==> src/rtl/rv_pkg.sv <==
// rv_pkg: shared core widths for the register-file writeback path.
package rv_pkg;
    localparam int XLEN       = 32;
    localparam int REG_ADDR_W = 5;
    localparam int NREG       = 32;
endpackage

==> src/rtl/rr_arbiter.sv <==
// rr_arbiter: one-hot round-robin grant with a pointer that advances past the winner.
module rr_arbiter #(
    parameter int N = 3
) (
    input  logic         clk,
    input  logic         rst,
    input  logic [N-1:0] valid,
    input  logic         flush,
    output logic [N-1:0] grant
);
    localparam int PW = N > 1 ? $clog2(N) : 1;

    logic [PW-1:0] ptr_q, ptr_d, gidx;
    logic          found;

    always_comb begin
        grant = '0;
        gidx  = '0;
        found = 1'b0;
        for (int k = 0; k < N; k++) begin
            if (!found && valid[(int'(ptr_q) + k) % N]) begin
                grant[(int'(ptr_q) + k) % N] = 1'b1;
                gidx  = PW'((int'(ptr_q) + k) % N);
                found = 1'b1;
            end
        end
        // Grants are suppressed while reset is held, not just on the next edge.
        if (!rst || flush) begin
            grant = '0;
            found = 1'b0;
        end
        ptr_d = flush ? '0 : !found ? ptr_q : (gidx == PW'(N - 1)) ? '0 : gidx + 1'b1;
    end

    always_ff @(posedge clk or negedge rst) begin
        if (!rst) ptr_q <= '0;
        else      ptr_q <= ptr_d;
    end
endmodule

==> src/rtl/reg_wb_arbiter.sv <==
// reg_wb_arbiter: arbitrates writeback requesters onto one register-file write port
// and tracks pending destination registers in a busy scoreboard.
module reg_wb_arbiter import rv_pkg::*; #(
    parameter int NREQ = 3,
    parameter int XLEN = rv_pkg::XLEN
) (
    input  logic                         clk,
    input  logic                         rst,
    input  logic [NREQ-1:0]              req_valid,
    input  logic [NREQ*REG_ADDR_W-1:0]   req_addr,
    input  logic [NREQ*XLEN-1:0]         req_data,
    output logic [NREQ-1:0]              req_ready,
    input  logic                         alloc_valid,
    input  logic [REG_ADDR_W-1:0]        alloc_addr,
    input  logic                         flush,
    output logic                         writepass,
    output logic [REG_ADDR_W-1:0]        waddr,
    output logic [XLEN-1:0]              wdata,
    output logic [NREG-1:0]              busy
);
    logic                  wp_q, wp_d;
    logic [REG_ADDR_W-1:0] waddr_q, waddr_d, sel_addr;
    logic [XLEN-1:0]       wdata_q, wdata_d, sel_data;
    logic [NREG-1:0]       busy_q, busy_d;

    rr_arbiter #(.N(NREQ)) u_rr (
        .clk   (clk),
        .rst   (rst),
        .valid (req_valid),
        .flush (flush),
        .grant (req_ready)
    );

    always_comb begin
        sel_addr = '0;
        sel_data = '0;
        for (int i = 0; i < NREQ; i++) begin
            if (req_ready[i]) begin
                sel_addr = req_addr[i*REG_ADDR_W +: REG_ADDR_W];
                sel_data = req_data[i*XLEN +: XLEN];
            end
        end
        // x0 writes are consumed but never reach the register file.
        wp_d    = |req_ready && sel_addr != '0;
        waddr_d = |req_ready ? sel_addr : waddr_q;
        wdata_d = |req_ready ? sel_data : wdata_q;
        busy_d  = busy_q;
        if (wp_q) busy_d[waddr_q] = 1'b0;
        if (alloc_valid && alloc_addr != '0) busy_d[alloc_addr] = 1'b1;
        if (flush) busy_d = '0;
        busy_d[0] = 1'b0;
    end

    always_ff @(posedge clk or negedge rst) begin
        if (!rst) begin
            wp_q    <= 1'b0;
            waddr_q <= '0;
            wdata_q <= '0;
            busy_q  <= '0;
        end else begin
            wp_q    <= wp_d;
            waddr_q <= waddr_d;
            wdata_q <= wdata_d;
            busy_q  <= busy_d;
        end
    end

    assign writepass = wp_q;
    assign waddr     = waddr_q;
    assign wdata     = wdata_q;
    assign busy      = busy_q;
endmodule

==> config.mk <==
export PLATFORM = sky130hd
export DESIGN_NAME = reg_wb_arbiter
export DESIGN_NICKNAME = d
export VERILOG_FILES = /design/src/rtl/rv_pkg.sv /design/src/rtl/rr_arbiter.sv /design/src/rtl/reg_wb_arbiter.sv
export SDC_FILE = /design/constraint.sdc
export NUM_CORES = 1
export LEC_CHECK = 0
export CAP_MARGIN = 20
export CELL_PAD_IN_SITES_DETAIL_PLACEMENT = 0
export CELL_PAD_IN_SITES_GLOBAL_PLACEMENT = 2
export CORE_ASPECT_RATIO = 2
export CORE_MARGIN = 2
export CORE_UTILIZATION = 24
export CTS_BUF_LIST = sky130_fd_sc_hd__clkbuf_4
export CTS_CLUSTER_SIZE = 10
export DETAILED_ROUTE_END_ITERATION = 12
export PLACE_DENSITY_LB_ADDON = 0.1
export SYNTH_ARGS = -nofsm -noshare
export SYNTH_HDL_FRONTEND = slang
export SYNTH_SLANG_ARGS = --single-unit
==> constraint.sdc <==
create_clock -name clk -period 3 [get_ports clk]
set_input_delay 0.45 -clock clk [delete_from_list [all_inputs] [get_ports clk]]
set_output_delay 0.45 -clock clk [all_outputs]
set_load 0.03 [all_outputs]
==> out/summary.md, run 1 <==
### Timing
* Final Skew: 18.6 ps
* highest attainable clock frequency: 0.353 GHz
* hold_ws: 263 ps
* share of the clock period used by the worst path after layout: 94.5%
* worst rel slew slack: 35.1%
* final setup fails: 0
* time the worst path needs with I/O delays and setup: 2840 ps
* hold violation total from the final report: 0
* Pins Over Slew Limit: 0
* setup repair after global routing missed its margin: false
* slew at the pin closest to its max-slew limit: 974 ps
* PnR worst setup slack: 164 ps
* Setup Total Neg Slack: 0 ps

### Global route
* via count of the first global-routing pass: 4,272
* global-route wire length before repair: 23.8 mm
* initial antenna violation count: 1
* largest net degree at the start of global routing: 72
* Overall Global Routing Usage: 16.4%
* grt ovf: 0

### Floorplanning
* effective utilization at floorplan: 24.6%
* Rows: 67
* area of the core region: 0.0168 sq mm
* vertical die dimension: 189 um
* width of the die: 96.7 um
* Ports: 196
* Die Outline Area: 0.0183 sq mm

### Critical path
* worst setup path class: reg -> out
* kind of capture point of the worst setup path: output pin
* critical path cell sequence: buf_4, ha_4, buf_6, nor2b_4, o32ai_4, a311oi_4, a21oi_2, and2_4, buf_4
* critical path fanouts, max: 10
* worst setup path start: u_rr.ptr_q[0]
* Worst Reg-to-Reg Cells: 10
* end point of the critical path: req_ready[0]
* Max stage delay on crit path: 460 ps
* arrival time at the worst endpoint: 2390 ps
* Most common cell on crit path: sky130_fd_sc_hd__buf_4
* slowest CP cell: sky130_fd_sc_hd__dfrtp_2
* R2R Path Start: u_rr.ptr_q[0]
* required time of the worst setup path: 2550 ps
* capture instance of the worst register-to-register path: wdata[30]
* crit start category: register
* register-to-register setup slack: 240 ps

### Routing
* iteration-0 DRC count of the detailed router: 95
* post-detailed-route count of antenna-violating nets: 0
* total iterations of the first detailed-routing run: 5
* sum of routed wire length over all layers: 15.3 mm
* DRC viols: 0
* via count: 4,019
* Avg WL per Cell: 18.7 um
* Avg Vias per Cell: 4.91

### Yosys
* average size of a mapped cell: 9.95 sq um
* top area cells in the synthesized netlist: sky130_fd_sc_hd__dfrtp_1 (43%), sky130_fd_sc_hd__a22oi_2 (9.1%), sky130_fd_sc_hd__a22oi_1 (7.5%)
* top flip-flop cell by instance count after synthesis: sky130_fd_sc_hd__dfrtp_1
* cell count after synthesis: 414
* fraction of registers with async set/reset: 100%
* Post-synth EDFFs: 0
* Yosys cell types: 55
* Yosys reg bits: 71
* synthesis warning total: 0
* Netlist Area Pre-Place: 0.00412 sq mm
* cell type contributing the most total cell area after synthesis: sky130_fd_sc_hd__dfrtp_1
* net count of the mapped netlist: 541
* part of the Yosys area used for sequential elements: 43.1%
* Synth top area share: 43.1%

### Clock tree
* number of H-tree branching levels: 3
* number of buffers created by CTS: 9
* clock tree from TritonCTS: done
* clock tree root driver cell: sky130_fd_sc_hd__clkbuf_4
* clock latency on the worst-skew pair: 420 ps
* clock slew at the register clock pins of the worst setup and hold paths: 120 ps
* # hold bufs at CTS: 0
* CTS sink cnt: 71
* maximum buffer depth of the clock tree: 2

### Job
* Max Cap Viol: 0

### Power
* Leakage: 0.00248 uW
* Worst IR Drop VDD: 344 uV
* total power divided by cell area: 689 mW/mm^2

### Worst hold path
* path category of the worst min-delay check: in -> async

### Placed design
* port bufs: 194
* dpl cells: 794
* total half-perimeter wirelength after legalization and detailed placement: 11.4 mm
* final weighted congestion in routability-driven placement: 0.808
* worst setup timing slack at the placement stage: 18.9 ps
* cell area reported after detailed placement: 0.00623 sq mm

### Layout
* Area growth syn-to-layout: 58.7%
* area of all placed cells without fillers: 0.00654 sq mm
* highest-count cells in the layout ignoring fill and taps: sky130_fd_sc_hd__clkdlybuf4s50_1 (190), sky130_fd_sc_hd__dfrtp_1 (70), sky130_fd_sc_hd__nand2_1 (42)
* final layout net count: 732
* final cell count without fillers: 818
* most common library cell in the layout ignoring fill and taps: sky130_fd_sc_hd__clkdlybuf4s50_1
* proportion of layout cells with a drive suffix above 1: 18.4%

### Outcome
* run status: completed

[critical path: cells and delay by family, from the launching register on]
family	cells	cell delay [ps]
AO/OA/AOI/OAI	3	580
flip-flops	1	460
buffers and inverters	3	460
AND/OR/NAND/NOR	2	310
adder cells (fa/ha/maj)	1	180
[flip-flops by register name, indices dropped and copies added (netlist names)]
name and count:
wdata 32, writepass 1, busy 31, u_rr.ptr_q 2, waddr 5
[Yosys cell counts, drive strengths merged (3+ instances only)]
cell,count
nor2,13
nand2,43
ha,4
nor3b,4
or3b,3
o21ai,71
a21oi,37
nor2b,4
dfrtp,71
a22oi,71
and3,3
buf,18
nand3b,9
inv,7
mux2i,4
nand3,3
a221o,3
clkbuf,16
[stage by stage]
step	power, uW	utilization (%)
5_1_grt	4770	39.0
6_report	4500	39.0
3_3_place_gp	3660	37.2
4_1_cts	4530	38.4
2_1_floorplan	2720	-
3_5_place_dp	3670	37.2
[worst min path at each step]
stage,from,to,slack (ps),depth (start not counted)
6_report,rst,u_rr.ptr_q[1],260,2
5_1_grt,rst,u_rr.ptr_q[1],310,2
4_1_cts,rst,busy[21],280,2
3_5_place_dp,wdata[23],wdata[23],490,2
3_3_place_gp,wdata[31],wdata[31],490,2
2_1_floorplan,rst,busy[10],150,0
[final cells by class]
type,instances,area [sq um]
inverters,7,26.3
diodes,1,2.50
clock buffers,10,75.1
well taps,207,259
fillers,1762,10200
flip-flops and latches,71,1780
repair buffers,214,2130
clock inverters,6,109
multi-input cells,302,2160
[kinds of logic (layout without fill, tap and decap cells)]
family / Yosys count / in the layout / share of synthesized area, %
AOI/OAI and AO/OA: 197 / 197 / 36.2
muxes: 5 / 5 / 1.25
adders and majority gates: 4 / 4 / 1.21
buffers and inverters: 41 / 237 / 6.32
DFF: 71 / 71 / 43.1
and+or+nand+nor: 95 / 95 / 11.8
other: 1 / 2 / 0.0910
[what timing repair did]
action	in CTS	in global routing
gates resized for setup	3	15
endpoints found under the setup margin	3	29
pin swaps	2	6
setup buffers	2	5
[power by group]
part / leakage, uW / switching [uW] / total [uW] / internal, uW
clock: 0.000100 / 376 / 807 / 430
combinational: 0.00144 / 1220 / 2240 / 1020
sequential: 0.000934 / 259 / 1460 / 1200
[per-layer routing]
| metal | wire (um) | share of wire, % | GRT usage, % |
|---|---|---|---|
| met3 | 1010 | 6.6 | 4.84 |
| met2 | 8530 | 56 | 31.1 |
| met4 | 130 | 0.85 | 4.93 |
| met1 | 5610 | 37 | 17.2 |
| met5 | 0 | 0 | 0 |
(Power assumes the default switching activity.)
==> run 2, diff against run 1 <==
Settings changed: CORE_UTILIZATION 24 to 22.
Clock period 3 ns to 2.3 ns, I/O delays scaled along.
==> out/summary.md, run 2 (synthesis results as in run 1) <==
### Layout
* final layout net count: 789
* most common library cell in the layout ignoring fill and taps: sky130_fd_sc_hd__clkdlybuf4s50_1
* Area growth syn-to-layout: 79.8%
* number of filler cells placed in the layout: 1,792
* area of all placed cells without fillers: 0.00741 sq mm
* Largest register FFs: 32
* register area: 0.00178 sq mm
* highest-count cells in the layout ignoring fill and taps: sky130_fd_sc_hd__clkdlybuf4s50_1 (190), sky130_fd_sc_hd__dfrtp_1 (70), sky130_fd_sc_hd__a22oi_2 (67)
* proportion of layout cells with a drive suffix above 1: 31.3%
* Final Util: 40.5%
* footprint of the multi-input gates: 0.00242 sq mm

### Outcome
* violations in the final reports: negative setup slack
* run status: finished with violations

### Critical path
* arrival time at the worst endpoint: 2330 ps
* required time of the worst setup path: 1960 ps
* Most common cell on crit path: sky130_fd_sc_hd__buf_6
* crit start category: register
* slowest CP cell: sky130_fd_sc_hd__dfrtp_2
* critical path fanouts, max: 6
* cell family contributing the most delay on the critical path: flip-flops
* Max stage delay on crit path: 460 ps
* worst setup path class: reg -> out
* kind of capture point of the worst setup path: output pin
* number of buffer and inverter instances along the worst setup path: 3
* critical path cell sequence: inv_2, ha_4, mux2i_4, and4_4, o21ai_4, buf_6, a21oi_4, and2_4, buf_6

### Clock tree
* # hold bufs at CTS: 0
* maximum buffer depth of the clock tree: 2
* clock tree from TritonCTS: done
* CTS sink cnt: 71
* number of buffers created by CTS: 9
* clock tree root driver cell: sky130_fd_sc_hd__clkbuf_4
* clock latency on the worst-skew pair: 440 ps
* clock slew at the register clock pins of the worst setup and hold paths: 130 ps
* number of H-tree branching levels: 3

### Floorplanning
* effective utilization at floorplan: 22.5%
* Rows: 70
* area of the core region: 0.0183 sq mm
* width of the die: 101 um
* vertical die dimension: 198 um
* Die Outline Area: 0.0199 sq mm
* Ports: 196

### Routing
* Avg Vias per Cell: 4.86
* post-detailed-route count of antenna-violating nets: 0
* total iterations of the first detailed-routing run: 4
* via count: 4,293
* DRC viols: 0
* iteration-0 DRC count of the detailed router: 144
* Avg WL per Cell: 19.8 um
* sum of routed wire length over all layers: 17.5 mm

### Placed design
* cell area reported after detailed placement: 0.00662 sq mm
* port bufs: 194
* total half-perimeter wirelength after legalization and detailed placement: 12.4 mm
* final weighted congestion in routability-driven placement: 0.841
* worst setup timing slack at the placement stage: -496 ps

### Global route
* initial antenna violation count: 1
* global-route wire length before repair: 26.6 mm
* largest net degree at the start of global routing: 72
* via count of the first global-routing pass: 4,645
* Overall Global Routing Usage: 17.9%
* grt ovf: 0

### Power
* Leakage: 0.00283 uW
* total power divided by cell area: 828 mW/mm^2
* Worst IR Drop VDD: 454 uV

### Timing
* Final Skew: 25.8 ps
* final setup fails: 41
* hold_ws: 161 ps
* highest attainable clock frequency: 0.374 GHz
* setup repair after global routing missed its margin: true
* time the worst path needs with I/O delays and setup: 2670 ps
* slew at the pin closest to its max-slew limit: 1000 ps
* PnR worst setup slack: -373 ps
* Pins Over Slew Limit: 0
* share of the clock period used by the worst path after layout: 116%
* worst rel slew slack: 33.1%
* hold violation total from the final report: 0

### Job
* Max Cap Viol: 0

### Worst hold path
* path category of the worst min-delay check: in -> async

==> run 2: changes by cell type in the layout (fill, tap and decap cells not counted), sizes merged <==
cell | previous run | this run
bufinv | 3 | 0
bufbuf | 0 | 1
clkbuf | 10 | 12
buf | 24 | 80
clkinvlp | 0 | 1
==> run 2: area by class of cell <==
| class | instances | area share (%) |
|---|---|---|
| Tap cell | 216 | 3.65 |
| Multi-Input combinational cell | 302 | 32.7 |
| Antenna cell | 1 | 0.0338 |
| Inverter | 7 | 0.355 |
| Clock buffer | 12 | 1.22 |
| Timing Repair Buffer | 271 | 37.8 |
| Clock inverter | 4 | 0.304 |
| Sequential cell | 71 | 24.0 |
==> run 2: power by group <==
| group | leakage (uW) | switching, uW | internal, uW | total (uW) |
|---|---|---|---|---|
| registers | 0.000934 | 324 | 1560 | 1890 |
| clock network | 0.0000671 | 486 | 254 | 741 |
| logic | 0.00183 | 1780 | 1730 | 3510 |
| total | 0.00283 | 2590 | 3550 | 6140 |
==> run 2: worst paths after layout <==
kind / cells past startpoint / slack, ps / startpoint / end
worst max-delay path: 9 / -370 / u_rr.ptr_q[1] / req_ready[0]
worst min-delay path: 2 / 160 / rst / wdata[26]
worst max register to register: 13 / -300 / u_rr.ptr_q[1] / wdata[24]
worst min register to register: 2 / 520 / wdata[23] / wdata[23]
max in group asynchronous: 2 / 1470 / rst / wdata[3]
min in group clk: 5 / 480 / rst / u_rr.ptr_q[0]
==> run 2: timing repair <==
| action | CTS | global route |
|---|---|---|
| setup buffers | 20 | 3 |
| gates resized for setup | 71 | 27 |
| cloned | 6 | 0 |
| pin swaps | 31 | 26 |
| setup endpoints to repair | 41 | 42 |
==> run 2: routing by layer <==
metal,global-route usage [%],up-vias,share of wire [%]
met5,0,-,0
met3,4.32,17,6.4
met2,34.3,173,57
li1,-,2047,-
met4,6.85,0,2.3
met1,17.8,2056,34
==> run 2: through the flow <==
stage	std cells	TNS (ps)	total power, uW
after floorplan	414	-487	3560
after global placement	843	-17280	5020
after detailed placement	843	-17640	5030
after CTS	885	-10910	6230
after global routing	884	-14710	6520
final	884	-9940	6140
